===== src/rtl/bp_pht_controller_if.sv =====
// Lookup, feedback-update and SRAM-port signal bundle for bp_pht_controller.
// The slave modport is the controller side; the master modport is the pipeline/SRAM side.
interface bp_pht_controller_if #(
  parameter int IDX_W = 10,
  parameter int CNT_W = 2
);
  logic             i_lkp_valid;
  logic [IDX_W-1:0] i_lkp_index;
  logic             o_lkp_ready;
  logic             o_lkp_valid;
  logic             o_lkp_taken;
  logic             i_upd_valid;
  logic [IDX_W-1:0] i_upd_index;
  logic             i_upd_outcome;
  logic             o_upd_ready;
  logic             o_mem_en;
  logic             o_mem_we;
  logic [IDX_W-1:0] o_mem_addr;
  logic [CNT_W-1:0] o_mem_wdata;
  logic [CNT_W-1:0] i_mem_rdata;
  logic             o_init_busy;

  modport slave (
    input  i_lkp_valid, i_lkp_index, i_upd_valid, i_upd_index, i_upd_outcome, i_mem_rdata,
    output o_lkp_ready, o_lkp_valid, o_lkp_taken, o_upd_ready,
           o_mem_en, o_mem_we, o_mem_addr, o_mem_wdata, o_init_busy
  );

  modport master (
    output i_lkp_valid, i_lkp_index, i_upd_valid, i_upd_index, i_upd_outcome, i_mem_rdata,
    input  o_lkp_ready, o_lkp_valid, o_lkp_taken, o_upd_ready,
           o_mem_en, o_mem_we, o_mem_addr, o_mem_wdata, o_init_busy
  );
endinterface


===== src/rtl/bp_pht_controller.sv =====
// Single-port PHT SRAM sequencer: post-reset clear, lookup/update arbitration, queued RMW updates.
// Optional statistics counters are enabled with the BP_PHT_PERF_CNT_EN macro.
module bp_pht_controller #(
  parameter int IDX_W        = 10,
  parameter int CNT_W        = 2,
  parameter int INIT_VAL     = 1,
  parameter int Q_DEPTH      = 4,
  parameter int STARVE_LIMIT = 8
) (
  input  logic               clk,
  input  logic               rst_n,
  bp_pht_controller_if.slave pht_if
`ifdef BP_PHT_PERF_CNT_EN
  ,
  output logic [31:0]        o_stat_lookups,
  output logic [31:0]        o_stat_updates,
  output logic [31:0]        o_stat_starve
`endif
);

  localparam int PTR_W = $clog2(Q_DEPTH);
  localparam int SW    = $clog2(STARVE_LIMIT + 1);
  localparam logic [PTR_W:0]   Q_FULL   = Q_DEPTH[PTR_W:0];
  localparam logic [SW-1:0]    S_LIMIT  = STARVE_LIMIT[SW-1:0];
  localparam logic [CNT_W-1:0] INIT_CNT = INIT_VAL[CNT_W-1:0];

  typedef enum logic [1:0] {ST_INIT, ST_IDLE, ST_UPD_WR} state_e;

  state_e           state_q, state_d;
  logic [IDX_W-1:0] clr_ptr_q, clr_ptr_d;
  logic [SW-1:0]    starve_q, starve_d;
  logic             lkp_vld_q, lkp_vld_d;

  logic [IDX_W-1:0] q_idx_q [Q_DEPTH];
  logic             q_out_q [Q_DEPTH];
  logic [PTR_W-1:0] wr_ptr_q, rd_ptr_q;
  logic [PTR_W:0]   count_q;

  logic             q_full, q_empty, push, pop;
  logic             grant, starved;
  logic             mem_en, mem_we;
  logic [IDX_W-1:0] mem_addr;
  logic [CNT_W-1:0] mem_wdata;
  logic [CNT_W-1:0] rmw_data;
  logic [IDX_W-1:0] head_idx;
  logic             head_out;

  assign q_full   = (count_q == Q_FULL);
  assign q_empty  = (count_q == '0);
  assign push     = pht_if.i_upd_valid & ~q_full;
  assign head_idx = q_idx_q[rd_ptr_q];
  assign head_out = q_out_q[rd_ptr_q];

  always_comb begin
    rmw_data = pht_if.i_mem_rdata;
    if (head_out) begin
      if (pht_if.i_mem_rdata != '1) rmw_data = pht_if.i_mem_rdata + CNT_W'(1);
    end else begin
      if (pht_if.i_mem_rdata != '0) rmw_data = pht_if.i_mem_rdata - CNT_W'(1);
    end
  end

  always_comb begin
    state_d   = state_q;
    clr_ptr_d = clr_ptr_q;
    starve_d  = starve_q;
    lkp_vld_d = 1'b0;
    grant     = 1'b0;
    starved   = 1'b0;
    pop       = 1'b0;
    mem_en    = 1'b0;
    mem_we    = 1'b0;
    mem_addr  = clr_ptr_q;
    mem_wdata = INIT_CNT;
    case (state_q)
      ST_INIT: begin
        mem_en    = 1'b1;
        mem_we    = 1'b1;
        clr_ptr_d = clr_ptr_q + IDX_W'(1);
        if (clr_ptr_q == '1) state_d = ST_IDLE;
      end
      ST_IDLE: begin
        starved = pht_if.i_lkp_valid & (starve_q >= S_LIMIT);
        if (pht_if.i_lkp_valid && (starve_q < S_LIMIT)) begin
          grant     = 1'b1;
          mem_en    = 1'b1;
          mem_addr  = pht_if.i_lkp_index;
          lkp_vld_d = 1'b1;
          if (!q_empty) starve_d = starve_q + SW'(1);
        end else if (!q_empty) begin
          mem_en   = 1'b1;
          mem_addr = head_idx;
          starve_d = '0;
          state_d  = ST_UPD_WR;
        end
      end
      ST_UPD_WR: begin
        mem_en    = 1'b1;
        mem_we    = 1'b1;
        mem_addr  = head_idx;
        mem_wdata = rmw_data;
        pop       = 1'b1;
        state_d   = ST_IDLE;
      end
      default: state_d = ST_INIT;
    endcase
  end

  // SRAM strobes are gated by rst_n so an abandoned clear or RMW stops touching the array at once.
  assign pht_if.o_mem_en    = mem_en & rst_n;
  assign pht_if.o_mem_we    = mem_we & rst_n;
  assign pht_if.o_mem_addr  = mem_addr;
  assign pht_if.o_mem_wdata = mem_wdata;
  assign pht_if.o_lkp_ready = grant;
  assign pht_if.o_lkp_valid = lkp_vld_q;
  assign pht_if.o_lkp_taken = lkp_vld_q & pht_if.i_mem_rdata[CNT_W-1];
  assign pht_if.o_upd_ready = ~q_full;
  assign pht_if.o_init_busy = (state_q == ST_INIT);

  always_ff @(posedge clk or negedge rst_n) begin
    if (!rst_n) begin
      state_q   <= ST_INIT;
      clr_ptr_q <= '0;
      starve_q  <= '0;
      lkp_vld_q <= 1'b0;
    end else begin
      state_q   <= state_d;
      clr_ptr_q <= clr_ptr_d;
      starve_q  <= starve_d;
      lkp_vld_q <= lkp_vld_d;
    end
  end

  always_ff @(posedge clk or negedge rst_n) begin
    if (!rst_n) begin
      wr_ptr_q <= '0;
      rd_ptr_q <= '0;
      count_q  <= '0;
    end else begin
      if (push) wr_ptr_q <= wr_ptr_q + PTR_W'(1);
      if (pop)  rd_ptr_q <= rd_ptr_q + PTR_W'(1);
      case ({push, pop})
        2'b10:   count_q <= count_q + (PTR_W+1)'(1);
        2'b01:   count_q <= count_q - (PTR_W+1)'(1);
        default: count_q <= count_q;
      endcase
    end
  end

  // Queue payload needs no reset; occupancy is tracked by the pointers and count alone.
  always_ff @(posedge clk) begin
    if (push) begin
      q_idx_q[wr_ptr_q] <= pht_if.i_upd_index;
      q_out_q[wr_ptr_q] <= pht_if.i_upd_outcome;
    end
  end

`ifdef BP_PHT_PERF_CNT_EN
  always_ff @(posedge clk or negedge rst_n) begin
    if (!rst_n) begin
      o_stat_lookups <= '0;
      o_stat_updates <= '0;
      o_stat_starve  <= '0;
    end else begin
      if (grant)                o_stat_lookups <= o_stat_lookups + 32'd1;
      if (state_q == ST_UPD_WR) o_stat_updates <= o_stat_updates + 32'd1;
      if (starved)              o_stat_starve  <= o_stat_starve + 32'd1;
    end
  end
`endif

endmodule


===== src/flat_wrapper.sv =====
// flat-port wrapper written by rule: the top's interface ports become plain ports
module bp_pht_controller_flat 
#(
  parameter int IDX_W        = 10,
  parameter int CNT_W        = 2,
  parameter int INIT_VAL     = 1,
  parameter int Q_DEPTH      = 4,
  parameter int STARVE_LIMIT = 8
)
  (clk, rst_n, pht_if_i_lkp_valid, pht_if_i_lkp_index, pht_if_i_upd_valid, pht_if_i_upd_index, pht_if_i_upd_outcome, pht_if_i_mem_rdata, pht_if_o_lkp_ready, pht_if_o_lkp_valid, pht_if_o_lkp_taken, pht_if_o_upd_ready, pht_if_o_mem_en, pht_if_o_mem_we, pht_if_o_mem_addr, pht_if_o_mem_wdata, pht_if_o_init_busy);
  bp_pht_controller_if #(.IDX_W(IDX_W), .CNT_W(CNT_W)) pht_if_i ();
  input  logic clk;
  input  logic rst_n;
  input wire logic [$bits(pht_if_i.i_lkp_valid)-1:0] pht_if_i_lkp_valid;
  input wire logic [$bits(pht_if_i.i_lkp_index)-1:0] pht_if_i_lkp_index;
  input wire logic [$bits(pht_if_i.i_upd_valid)-1:0] pht_if_i_upd_valid;
  input wire logic [$bits(pht_if_i.i_upd_index)-1:0] pht_if_i_upd_index;
  input wire logic [$bits(pht_if_i.i_upd_outcome)-1:0] pht_if_i_upd_outcome;
  input wire logic [$bits(pht_if_i.i_mem_rdata)-1:0] pht_if_i_mem_rdata;
  output wire logic [$bits(pht_if_i.o_lkp_ready)-1:0] pht_if_o_lkp_ready;
  output wire logic [$bits(pht_if_i.o_lkp_valid)-1:0] pht_if_o_lkp_valid;
  output wire logic [$bits(pht_if_i.o_lkp_taken)-1:0] pht_if_o_lkp_taken;
  output wire logic [$bits(pht_if_i.o_upd_ready)-1:0] pht_if_o_upd_ready;
  output wire logic [$bits(pht_if_i.o_mem_en)-1:0] pht_if_o_mem_en;
  output wire logic [$bits(pht_if_i.o_mem_we)-1:0] pht_if_o_mem_we;
  output wire logic [$bits(pht_if_i.o_mem_addr)-1:0] pht_if_o_mem_addr;
  output wire logic [$bits(pht_if_i.o_mem_wdata)-1:0] pht_if_o_mem_wdata;
  output wire logic [$bits(pht_if_i.o_init_busy)-1:0] pht_if_o_init_busy;
  assign pht_if_i.i_lkp_valid = pht_if_i_lkp_valid;
  assign pht_if_i.i_lkp_index = pht_if_i_lkp_index;
  assign pht_if_i.i_upd_valid = pht_if_i_upd_valid;
  assign pht_if_i.i_upd_index = pht_if_i_upd_index;
  assign pht_if_i.i_upd_outcome = pht_if_i_upd_outcome;
  assign pht_if_i.i_mem_rdata = pht_if_i_mem_rdata;
  assign pht_if_o_lkp_ready = pht_if_i.o_lkp_ready;
  assign pht_if_o_lkp_valid = pht_if_i.o_lkp_valid;
  assign pht_if_o_lkp_taken = pht_if_i.o_lkp_taken;
  assign pht_if_o_upd_ready = pht_if_i.o_upd_ready;
  assign pht_if_o_mem_en = pht_if_i.o_mem_en;
  assign pht_if_o_mem_we = pht_if_i.o_mem_we;
  assign pht_if_o_mem_addr = pht_if_i.o_mem_addr;
  assign pht_if_o_mem_wdata = pht_if_i.o_mem_wdata;
  assign pht_if_o_init_busy = pht_if_i.o_init_busy;
  bp_pht_controller #(.IDX_W(IDX_W), .CNT_W(CNT_W), .INIT_VAL(INIT_VAL), .Q_DEPTH(Q_DEPTH), .STARVE_LIMIT(STARVE_LIMIT)) u_core (.clk(clk), .rst_n(rst_n), .pht_if(pht_if_i));
endmodule

===== config.mk =====
export PLATFORM = sky130hd
export DESIGN_NAME = bp_pht_controller_flat
export DESIGN_NICKNAME = d
export VERILOG_FILES = /design/src/rtl/bp_pht_controller_if.sv /design/src/rtl/bp_pht_controller.sv /design/src/flat_wrapper.sv
export SDC_FILE = /design/constraint.sdc
export NUM_CORES = 1
export LEC_CHECK = 0
export ABC_AREA = 1
export CAP_MARGIN = 20
export CORE_UTILIZATION = 50
export DETAILED_ROUTE_END_ITERATION = 10
export PLACE_DENSITY = 0.73
export REMOVE_ABC_BUFFERS = 1
export SLEW_MARGIN = 20
export SYNTH_ARGS = -nofsm -noshare
export SYNTH_HDL_FRONTEND = slang
export SYNTH_SLANG_ARGS = --single-unit

===== constraint.sdc =====
create_clock -name clk -period 2.7 [get_ports clk]
set_input_delay 0.54 -clock clk [delete_from_list [all_inputs] [get_ports clk]]
set_output_delay 0.54 -clock clk [all_outputs]
set_load 0.1 [all_outputs]

### Word level (Yosys, flattened, before mapping)

Memory sizes are Yosys's and may differ from the RTL's.
Index checks and enable logic that the tools add are counted.

| operators by class | value |
|---|---|
| magnitude comparators | 1 |
| bitwise operators | 6 |
| reductions and logical operators | 8 |
| equality and inequality tests | 10 |
| mux-type cells | 24 |
| $add $sub $neg | 8 |

Operator list:

| cell | number |
|---|---|
| 10-bit two-way mux | 2 |
| 10-bit one-hot mux with 2 select lines | 1 |
| 2-bit two-way mux | 7 |
| 4-bit two-way mux | 3 |
| 10-bit by 1-bit adder with 10-bit output (second input constant) | 1 |
| 10-bit equality test (second input constant) | 1 |
| 1-bit two-way mux | 8 |
| 2-bit by 1-bit adder with 2-bit output (second input constant) | 3 |
| 2-bit != test (second input constant) | 3 |
| 2-bit one-hot mux with 3 select lines | 1 |
| 3-bit one-hot mux with 2 select lines | 1 |
| 4-bit by 1-bit adder with 4-bit output (second input constant) | 1 |
| 1-bit bitwise AND | 4 |
| 2-bit by 1-bit equality test with 1-bit output (second input constant) | 2 |
| 2-bit equality test (second input constant) | 2 |
| 4-bit < comparator (second input constant) | 1 |
| 2-bit nonzero test | 2 |
| 3-bit by 1-bit adder with 3-bit output (second input constant) | 1 |
| 3-bit equality test (second input constant) | 1 |
| 3-bit logical NOT | 1 |
| 3-bit AND reduction | 1 |
| 3-bit by 1-bit subtractor with 3-bit output (second input constant) | 1 |
| 2-bit logical NOT | 1 |
| 2-bit by 1-bit != test with 1-bit output (second input constant) | 1 |
| other kinds (6) | 7 |

| word-level totals | value |
|---|---|
| output and inout bits | 19 |
| memories | 2 |
| RAM bits | 44 |
| bits of input ports | 27 |
| flip-flop bits (word level) | 24 |
| logic and storage cells | 66 |

Memory list:

| name | words | width | read ports | clocked after Yosys merged registers in | write ports | line | text |
|---|---|---|---|---|---|---|---|
| u_core.q_idx_q | 4 | 10 | 1 | 0 | 1 | bp_pht_controller.sv:34 | `logic [IDX_W-1:0] q_idx_q [Q_DEPTH];` |
| u_core.q_out_q | 4 | 1 | 1 | 0 | 1 | bp_pht_controller.sv:35 | `logic q_out_q [Q_DEPTH];` |

### Longest topological paths before layout

Gate-level depths: netlist of run 1.

| logic depth | value |
|---|---|
| depth in word-level cells | 5 |
| mapped depth | 11 |
| depth with buffers taken out | 10 |

### Worst setup path before layout of run 1

Ideal clock, no wire load.

| path | value |
|---|---|
| path kind | flip-flop to output port |
| from | register u_core.state_q[0] |
| to | output port pht_if_o_mem_en |
| cell stages (with the launch flop) | 6 |
| buffers on the path | 0 |
| setup slack | -1.608 ns |
| arrival time | 3.768 ns |
| required time | 2.160 ns |
| cells stage by stage | dfrtp_1 > inv_1 > ha_1 > nor2_1 > nand3_1 > nor3b_1 |

| between the ends | value |
|---|---|
| longest elaborated chain between the ends | 4 |
| elaborated cells on any way between the ends | 6 |
| those cells by class | 2 x eq/ne; 1 x mux; 1 x bitwise; 2 x reduce/logical |

Ends and longest elaborated chain:

| element | line | text |
|---|---|---|
| from (decl) | bp_pht_controller.sv:29 | `state_e state_q, state_d;` |
| from (signal assigned) | bp_pht_controller.sv:127 | `state_q <= state_d;` |
| 2-bit logical NOT | -- |  |
| named net pht_if_o_init_busy | flat_wrapper.sv:28 | `output wire logic [$bits(pht_if_i.o_init_busy)-1:0] pht_if_o_init_busy;` |
| 2-bit OR reduction (no line) | -- |  |
| 1-bit one-hot mux with 2 select lines | bp_pht_controller.sv:75 | `case (state_q)` |
| 1-bit bitwise AND | bp_pht_controller.sv:110 | `assign pht_if.o_mem_en = mem_en & rst_n;` |
| to (decl) | flat_wrapper.sv:24 | `output wire logic [$bits(pht_if_i.o_mem_en)-1:0] pht_if_o_mem_en;` |

The timed path passes the listed nets, and every way through them passes these cells.

### Worst setup path after layout of run 1

| path | value |
|---|---|
| from | input port pht_if_i_lkp_valid |
| to | output port pht_if_o_mem_addr[3] |

| between the ends | value |
|---|---|
| longest elaborated chain between the ends | 3 |

Ends and longest elaborated chain:

| element | line | text |
|---|---|---|
| from (decl) | flat_wrapper.sv:14 | `input wire logic [$bits(pht_if_i.i_lkp_valid)-1:0] pht_if_i_lkp_valid;` |
| 1-bit logical AND | bp_pht_controller.sv:84 | `if (pht_if.i_lkp_valid && (starve_q < S_LIMIT)) begin` |
| 10-bit two-way mux | bp_pht_controller.sv:84 |  |
| 10-bit one-hot mux with 2 select lines | bp_pht_controller.sv:75 |  |
| to (decl) | flat_wrapper.sv:26 | `output wire logic [$bits(pht_if_i.o_mem_addr)-1:0] pht_if_o_mem_addr;` |

No other way between the ends.

==> results.sh, run 1 <==
export IMPL_grt_overflow=0
export IMPL_yosys_warnings=0
export IMPL_first_pass_iters=4
export IMPL_clock_latency_ns=0.35
export IMPL_startpoint_type="primary input"
export IMPL_vias=2819
export IMPL_grt_pass1_wl_mm=13.1
export IMPL_synth_top_area_share_pct=36.4
export IMPL_initial_core_util_pct=52.6
export IMPL_hpwlAfterDp_mm=5.47
export IMPL_reg2regPathDepth=8
export IMPL_crit_type="in -> out"
export IMPL_fillCellCount=551
export IMPL_register_area_mm2=0.00192
export IMPL_boundaryPins=46
export IMPL_clock_root_buffer="clkbuf_8"
export IMPL_pwr_density_cell_mw_per_mm2=496
export IMPL_synthTopCellsByArea="edfxtp_1 36%, dfrtp_1 17%, nand2_1 13%"
export IMPL_syn_area_mm2=0.00363
export IMPL_final_hold_viol_count=0
export IMPL_synth_cell_type_count=30
export IMPL_fin_ws_ns=0.113
export IMPL_fmax_mhz=387
export IMPL_slew_headroom_pct=71.6
export IMPL_via_per_inst=4.95
export IMPL_cp_arrival_ns=2.05
export IMPL_wl_per_cell_um=13.4
export IMPL_grt_pass1_vias=2804
export IMPL_rows=30
export IMPL_coreArea_mm2=0.00691
export IMPL_hold_path_class="reg -> reg"
export IMPL_antenna_left=0
export IMPL_clock_sinks=68
export IMPL_min_period_ns=2.59
export IMPL_syn_inst=413
export IMPL_yosysTopAreaCell="edfxtp_1"
export IMPL_place_gp_congestion=0.861
export IMPL_antenna_found_initial=0
export IMPL_numPortBuffers=45
export IMPL_grt_usage_pct=23.1
export IMPL_dieArea_mm2=0.00761
export IMPL_htreeDepth=3
export IMPL_synth_seq_cells=68
export IMPL_globalRouteMet1Util_pct=28.5
export IMPL_max_cap_viol_count=0
export IMPL_fin_skew_ns=0.00961
export IMPL_dieHeight_um=87.2
export IMPL_required_ns=2.16
export IMPL_cts_made_buffers=9
export IMPL_placed_area_mm2=0.00434
export IMPL_worstHoldPathCells=2
export IMPL_grt_max_degree=25
export IMPL_cp_max_fo=10
export IMPL_total_power_uw=2310
export IMPL_diodes=0
export IMPL_clk_path_buf_depth=2
export IMPL_drt_drc_violations_left=0
export IMPL_die_width_um=87.2
export IMPL_cts_tree="built"
export IMPL_vdd_drop_max_v=0.000504
export IMPL_drtIter0Drc=129
export IMPL_yosysSeqAreaShare_pct=52.9
export IMPL_drt_total_wl_mm=7.64
export IMPL_layout_cells_non_filler=570
export IMPL_slew_violations=0
export IMPL_busiest_layer="met2"
export IMPL_multi_input_area_mm2=0.00144
export IMPL_syn_area_per_cell_um2=8.79
export IMPL_leakage_uw=0.00198
export IMPL_status="complete, no violations"
export IMPL_tightest_slew_ns=0.426
export IMPL_syn2layout_area_growth_pct=28.0
export IMPL_rsz0062_at_grt="false"
export IMPL_use_met2_pct=40.2
export IMPL_path_clk_slew_ns=0.08
export IMPL_groute_layer_met3_usage_pct=4.17
export IMPL_dp_cells=553
export IMPL_endpoint_kind="output port"
export IMPL_post_place_ws_ns=0.0658
export IMPL_layout_nets=508
export IMPL_setup_violations=0
export IMPL_fin_area_mm2=0.00465
export IMPL_finalCritPeriodShare_pct=95.8
export IMPL_drive_above_1_share_pct=17.1
-- repair_timing --
action / in CTS / in global routing
pin swaps: 0 / 2
setup buffers: 0 / 1
hold buffers: 0 / 0
resized for setup: 3 / 5
endpoints found under the setup margin: 8 / 9
-- metal layers --
layer / part of all wire [%] / vias to the layer above / wire (um)
met3: 4.3 / 15 / 325
li1: - / 1429 / -
met5: 0 / - / 0
met1: 42 / 1300 / 3240
met2: 52 / 75 / 3950
met4: 1.7 / 0 / 133
-- path summary, 6_finish.rpt --
check / end / start / slack [ns]
min in group asynchronous: u_core.starve_q[3] / rst_n / 0.58
max in group asynchronous: u_core.rd_ptr_q[0] / rst_n / 1.86
worst max-delay path: pht_if_o_mem_addr[3] / pht_if_i_lkp_valid / 0.11
worst min-delay path: u_core.starve_q[1] / u_core.starve_q[1] / 0.53
worst max register to register: u_core.count_q[2] / u_core.state_q[0] / 0.66
worst min register to register: u_core.starve_q[1] / u_core.starve_q[1] / 0.53
-- metrics by stage --
step	TNS (ns)	util [%]	hold slack (ns)
2_1_floorplan	-11.57	-	0.244
3_3_place_gp	0	62.8	0.500
3_5_place_dp	0	62.8	0.509
4_1_cts	0	66.8	0.529
5_1_grt	0	67.3	0.559
6_report	0	67.3	0.527
-- sequential cells by signal, summed over array words and instances (netlist names) --
signal / cells
u_core.clr_ptr_q: 10
u_core.count_q: 3
u_core.pht_if.o_lkp_valid: 1
u_core.q_idx_q: 40
u_core.q_out_q: 4
u_core.rd_ptr_q: 2
u_core.starve_q: 4
u_core.state_q: 2
u_core.wr_ptr_q: 2
-- worst max-delay path: stages --
cell and delay, ns:
clkdlybuf4s50_1 0.53, nand2_2 0.13, nor2_4 0.12, buf_6 0.15, nand2_1 0.06, nand2_1 0.06, nor2_1 0.05, a21oi_2 0.20
buf_12 0.20
-- layout make-up --
cell class / instances / area share [%]
Sequential cell: 68 / 41.4
Multi-Input combinational cell: 283 / 31.0
Timing Repair Buffer: 59 / 15.3
Inverter: 48 / 3.93
Clock inverter: 7 / 3.15
Clock buffer: 9 / 2.66
Tap cell: 96 / 2.58
-- cells in the final DEF (no fill, tap or decap), drive strengths merged, types with 4 or more instances in the layout --
cell type,instances
bufinv,4
o21ai,20
clkdlybuf4s50,26
dfrtp,24
xor2,8
nand3,20
buf,33
nand2,135
nand4,4
inv,50
nor2,56
a21oi,17
edfxtp,44
ha,11
clkbuf,9
-- where the power goes --
group	internal, uW	total [uW]	switching (uW)	leakage, uW
clock network	715	1120	407	0.000134
registers	1110	1110	0	0.000683
logic	41.5	77.2	35.7	0.00116
total	1870	2310	443	0.00198
-- cell usage after synthesis, drive strengths merged --
master and instances:
nor2 56, o21ai 20, xor2 8, a21oi 17, nand3 20, nand2 135
inv 48, edfxtp 44, nand4 4, nor3b 1, o31ai 1, dfrtp 24
nor3 3, or2 3, ha 11, fa 1, buf 13, xnor2 3
clkbuf 1
-- cells by family after synthesis --
| group | Yosys count | synth area share, % |
|---|---|---|
| simple gates | 222 | 25.5 |
| flops | 68 | 52.9 |
| buf+inv | 62 | 8.20 |
| compound gates | 38 | 6.34 |
| fa+ha+maj | 12 | 4.34 |
| xor+xnor | 11 | 2.65 |
No activity file was read; power rests on OpenSTA's default activity.
==> run 2: changes to the inputs <==
--- a/config.mk
+++ b/config.mk
@@ -10,7 +10,6 @@
 export CORE_UTILIZATION = 50
 export DETAILED_ROUTE_END_ITERATION = 10
 export PLACE_DENSITY = 0.73
-export REMOVE_ABC_BUFFERS = 1
 export SLEW_MARGIN = 20
 export SYNTH_ARGS = -nofsm -noshare
 export SYNTH_HDL_FRONTEND = slang
==> results.sh, run 2 (synthesis gave the netlist of run 1 again) <==
export IMPL_numPortBuffers=45
export IMPL_largest_reg_flops=40
export IMPL_status="complete, no violations"
export IMPL_die_width_um=87.2
export IMPL_htreeDepth=3
export IMPL_vdd_drop_max_v=0.000306
export IMPL_clock_root_buffer="clkbuf_8"
export IMPL_finalCritPeriodShare_pct=95.9
export IMPL_drtIter0Drc=143
export IMPL_cp_max_fo=7
export IMPL_total_power_uw=1980
export IMPL_max_cap_viol_count=0
export IMPL_grt_pass1_wl_mm=12.9
export IMPL_cpMostUsedCell="nand2_1"
export IMPL_dieHeight_um=87.2
export IMPL_boundaryPins=46
export IMPL_setup_violations=0
export IMPL_final_util_pct=67.2
export IMPL_pwr_density_cell_mw_per_mm2=428
export IMPL_largestRegisters="u_core.q_idx_q: 40 flops, u_core.clr_ptr_q: 10 flops"
export IMPL_grt_overflow=0
export IMPL_cp_slowest_stage_delay_ns=0.41
export IMPL_hold_path_class="reg -> reg"
export IMPL_drive_above_1_share_pct=17.3
export IMPL_drt_total_wl_mm=7.76
export IMPL_required_ns=2.16
export IMPL_crit_type="reg -> out"
export IMPL_endpoint_kind="output port"
export IMPL_tightest_slew_ns=0.450
export IMPL_grt_usage_pct=23.2
export IMPL_register_area_mm2=0.00192
export IMPL_antenna_left=0
export IMPL_cts_made_buffers=9
export IMPL_grt_pass1_vias=2784
export IMPL_crit_family="buffers and inverters"
export IMPL_clock_latency_ns=0.34
export IMPL_critPathBufInv=4
export IMPL_cts_hold_buf=0
export IMPL_cp_slowest_cell="dfrtp_1"
export IMPL_multi_input_area_mm2=0.00151
export IMPL_mostFrequentLayoutCells="129 x nand2_1, 52 x nor2_1, 45 x inv_1"
export IMPL_clk_path_buf_depth=2
export IMPL_first_pass_iters=4
export IMPL_clock_sinks=68
export IMPL_rows=30
export IMPL_mostFrequentLayoutCell="nand2_1"
export IMPL_antenna_found_initial=0
export IMPL_drt_drc_violations_left=0
export IMPL_layout_nets=508
export IMPL_leakage_uw=0.00194
export IMPL_path_clk_slew_ns=0.07
export IMPL_hpwlAfterDp_mm=5.56
export IMPL_place_gp_congestion=0.847
export IMPL_synth_fp_nets=452
export IMPL_slew_violations=0
export IMPL_vias=2802
export IMPL_startpoint_type="register"
export IMPL_coreArea_mm2=0.00691
export IMPL_initial_core_util_pct=52.6
export IMPL_min_period_ns=2.59
export IMPL_slew_headroom_pct=70.0
export IMPL_cts_tree="built"
export IMPL_fin_skew_ns=0.00437
export IMPL_cp_arrival_ns=2.05
export IMPL_fin_setup_tns_ns=0
export IMPL_final_hold_viol_count=0
export IMPL_fillCellCount=555
export IMPL_fmax_mhz=386
export IMPL_largest_register="u_core.q_idx_q"
export IMPL_critical_path_cell_chain="inv_1 > ha_4 > inv_2 > nor2_2 > buf_4 > nand2_1 > nand2_1 > nor2_1 > a21oi_4 > buf_12"
export IMPL_dieArea_mm2=0.00761
export IMPL_diodes=0
export IMPL_via_per_inst=4.92
export IMPL_syn2layout_area_growth_pct=27.7
export IMPL_wl_per_cell_um=13.6
export IMPL_grt_max_degree=25
-- run 2: timing repair --
item                       CTS  global route
gates resized for setup      2             4
setup endpoints to repair    7             6
setup buffers                0             0
cloned                       0             0
-- run 2: through the flow --
stage	hold slack, ns	worst slack [ns]	area [um2]	cells
2_1_floorplan	0.244	0.0521	3700	413
3_3_place_gp	0.491	0.144	4420	554
3_5_place_dp	0.499	0.138	4420	554
4_1_cts	0.517	0.0755	4610	569
5_1_grt	0.559	-0.00519	4640	569
6_report	0.519	0.109	4640	569
-- run 2: report_power, final --
| part | switching (uW) | total [uW] | internal, uW |
|---|---|---|---|
| sequential | 0 | 1110 | 1110 |
| combinational | 37.1 | 79.3 | 42.2 |
| clock | 374 | 794 | 420 |
-- run 2: worst paths after layout --
check,start,to,slack (ns),cells past startpoint
min in group asynchronous,rst_n,u_core.clr_ptr_q[9],0.63,2
max in group asynchronous,rst_n,u_core.rd_ptr_q[0],1.81,2
max,u_core.state_q[1],pht_if_o_mem_addr[3],0.11,10
min reg2reg,u_core.starve_q[1],u_core.starve_q[1],0.52,2
min,u_core.starve_q[1],u_core.starve_q[1],0.52,2
max reg2reg,u_core.state_q[0],u_core.count_q[2],0.55,8
-- run 2: metal layers --
metal / up-vias / wire, um / GRT usage, %
met5: - / 0 / 0
met4: 0 / 167 / 12.8
met3: 12 / 495 / 3.22
met2: 91 / 3660 / 38.2
met1: 1280 / 3440 / 29.7
li1: 1419 / - / -
-- run 2: cell type report --
type	count	area share, %
multi-input cells	283	32.6
well taps	96	2.59
flip-flops and latches	68	41.5
inverters	48	3.99
repair buffers	59	15.3
clock buffers	9	2.67
clock inverters	6	1.43
-- run 2: worst register-to-register path, stage by stage (launching register included) --
cell and delay, ns:
dfrtp_1 0.44, inv_1 0.14, ha_1 0.33, ha_1 0.20, inv_1 0.07, fa_1 0.44, a21oi_1 0.14, o21ai_0 0.11
xor2_1 0.15
==> run 3: changes to the inputs <==
--- a/config.mk
+++ b/config.mk
@@ -7,9 +7,8 @@
 export LEC_CHECK = 0
 export ABC_AREA = 1
 export CAP_MARGIN = 20
-export CORE_UTILIZATION = 50
+export CORE_UTILIZATION = 38
 export DETAILED_ROUTE_END_ITERATION = 10
-export PLACE_DENSITY = 0.73
 export SLEW_MARGIN = 20
 export SYNTH_ARGS = -nofsm -noshare
 export SYNTH_HDL_FRONTEND = slang
==> results.sh, run 3 (synthesis gave the netlist of run 1 again) <==
export IMPL_largest_register="u_core.q_idx_q"
export IMPL_rows=35
export IMPL_place_gp_congestion=0.855
export IMPL_numPortBuffers=45
export IMPL_drt_total_wl_mm=7.94
export IMPL_vias=2780
export IMPL_grt_usage_pct=17.5
export IMPL_largestRegisters="u_core.q_idx_q: 40 flops, u_core.clr_ptr_q: 10 flops"
export IMPL_rrSetupSlack_ns=0.54
export IMPL_htreeDepth=3
export IMPL_drive_above_1_share_pct=17.0
export IMPL_synth_fp_nets=452
export IMPL_drt_drc_violations_left=0
export IMPL_antenna_found_initial=0
export IMPL_layout_nets=505
export IMPL_clock_root_buffer="clkbuf_8"
export IMPL_hold_path_class="reg -> reg"
export IMPL_status="complete, no violations"
export IMPL_hold_end="u_core.count_q[0]"
export IMPL_grt_overflow=0
export IMPL_cp_slowest_stage_delay_ns=0.48
export IMPL_min_period_ns=2.62
export IMPL_fmax_mhz=381
export IMPL_required_ns=2.16
export IMPL_rr_startpoint="u_core.state_q[0]"
export IMPL_cp_arrival_ns=2.08
export IMPL_dieHeight_um=99.8
export IMPL_fin_skew_ns=0.00859
export IMPL_syn2layout_area_growth_pct=29.6
export IMPL_crit_type="in -> out"
export IMPL_boundaryPins=46
export IMPL_reg2regPathDepth=8
export IMPL_startpoint_type="primary input"
export IMPL_drtIter0Drc=122
export IMPL_critical_path_cell_chain="clkdlybuf4s50_1 > nand2_2 > buf_4 > nand3_2 > nand2_4 > nand2_1 > a21oi_4 > buf_12"
export IMPL_tightest_slew_ns=0.452
export IMPL_slew_headroom_pct=69.8
export IMPL_mostFrequentLayoutCells="129 x nand2_1, 52 x nor2_1, 44 x inv_1, 44 x edfxtp_1, 26 x clkdlybuf4s50_1"
export IMPL_cp_max_fo=10
export IMPL_setup_violations=0
export IMPL_via_per_inst=4.63
export IMPL_cp_slowest_cell="clkdlybuf4s50_1"
export IMPL_max_cap_viol_count=0
export IMPL_crit_family="buffers and inverters"
export IMPL_final_hold_viol_count=0
export IMPL_first_pass_iters=4
export IMPL_hpwlAfterDp_mm=5.67
export IMPL_endpoint_kind="output port"
export IMPL_cts_tree="built"
export IMPL_diodes=0
export IMPL_vdd_drop_max_v=0.000347
export IMPL_grt_pass1_wl_mm=13.2
export IMPL_initial_core_util_pct=39.3
export IMPL_dp_cells=584
export IMPL_slew_violations=0
export IMPL_pwr_density_cell_mw_per_mm2=454
export IMPL_wl_per_cell_um=13.2
export IMPL_hold_start="u_core.count_q[0]"
export IMPL_fillCellCount=846
export IMPL_crit_reg2reg_capture="u_core.count_q[2]"
export IMPL_die_width_um=99.8
export IMPL_grt_pass1_vias=2721
export IMPL_fin_setup_tns_ns=0
export IMPL_grt_max_degree=25
export IMPL_cts_made_buffers=9
export IMPL_mostFrequentLayoutCell="nand2_1"
export IMPL_largest_reg_flops=40
export IMPL_worstHoldPathCells=1
export IMPL_critPathBufInv=3
export IMPL_finalCritPeriodShare_pct=97.1
export IMPL_postCtsSetupRepairBufs=0
export IMPL_antenna_left=0
export IMPL_coreArea_mm2=0.00924
export IMPL_leakage_uw=0.00195
export IMPL_clock_sinks=68
export IMPL_path_clk_slew_ns=0.08
export IMPL_layout_cells_non_filler=600
export IMPL_clk_path_buf_depth=2
export IMPL_clock_latency_ns=0.35
export IMPL_rsz0062_at_grt="false"
export IMPL_dieArea_mm2=0.00995
[run 3: worst max path at each step]
| stage | from | endpoint | slack [ns] | depth (start not counted) |
|---|---|---|---|---|
| detailed placement | pht_if_i_lkp_valid | pht_if_o_mem_addr[9] | 0.09 | 9 |
| global route | pht_if_i_lkp_valid | pht_if_o_mem_addr[5] | 0.02 | 8 |
| finish | pht_if_i_lkp_valid | pht_if_o_mem_addr[8] | 0.08 | 8 |
| floorplan | u_core.state_q[0] | pht_if_o_mem_en | 0.05 | 5 |
| global placement | pht_if_i_lkp_valid | pht_if_o_mem_addr[0] | 0.13 | 8 |
| CTS | u_core.state_q[1] | pht_if_o_mem_addr[9] | 0.02 | 10 |
[run 3: power by group]
| part | switching, uW | internal (uW) |
|---|---|---|
| combinational | 37.6 | 42.2 |
| sequential | 0 | 1110 |
| clock | 419 | 526 |
[run 3: final cells by class]
class                      count  area, um2  share of cell area, %
sequential                    68       1920                   40.9
multi-input combinational    283       1520                   32.2
clock buffer                   9        124                   2.63
inverter                      48        183                   3.88
tap                          129        161                   3.43
clock inverter                 7       98.8                   2.10
timing repair buffer          56        698                   14.8
[run 3: per-stage QoR]
step	instance area (um2)	worst slack [ns]	hold WS (ns)	utilization, %	total power, uW
2_1_floorplan	3700	0.0521	0.244	-	1150
3_3_place_gp	4450	0.126	0.496	48.1	1210
3_5_place_dp	4450	0.0914	0.511	48.1	1210
4_1_cts	4680	0.0164	0.528	50.6	2150
5_1_grt	4700	0.0159	0.550	50.9	2200
6_report	4700	0.0785	0.522	50.9	2130
[run 3: repair_timing]
item                       4_1_cts  5_1_grt
gates resized for setup          3        4
hold buffers                     0        0
cloned                           0        0
setup endpoints to repair       11       11
pin swaps                        0        0
[run 3: metal layers]
metal	track usage (%)	wire [um]	vias up
met5	0	0	-
met4	7.92	171	0
met3	2.74	292	14
met2	27.4	3620	71
met1	23.9	3860	1280
li1	-	-	1415
[run 3: worst reg2reg max path: cells and delay by family, from the launching register on]
kind	cells	cell delay [ns]
flip-flops	1	0.44
AO/OA/AOI/OAI	2	0.25
buffers and inverters	2	0.22
adder cells (fa/ha/maj)	3	0.98
XOR/XNOR	1	0.15
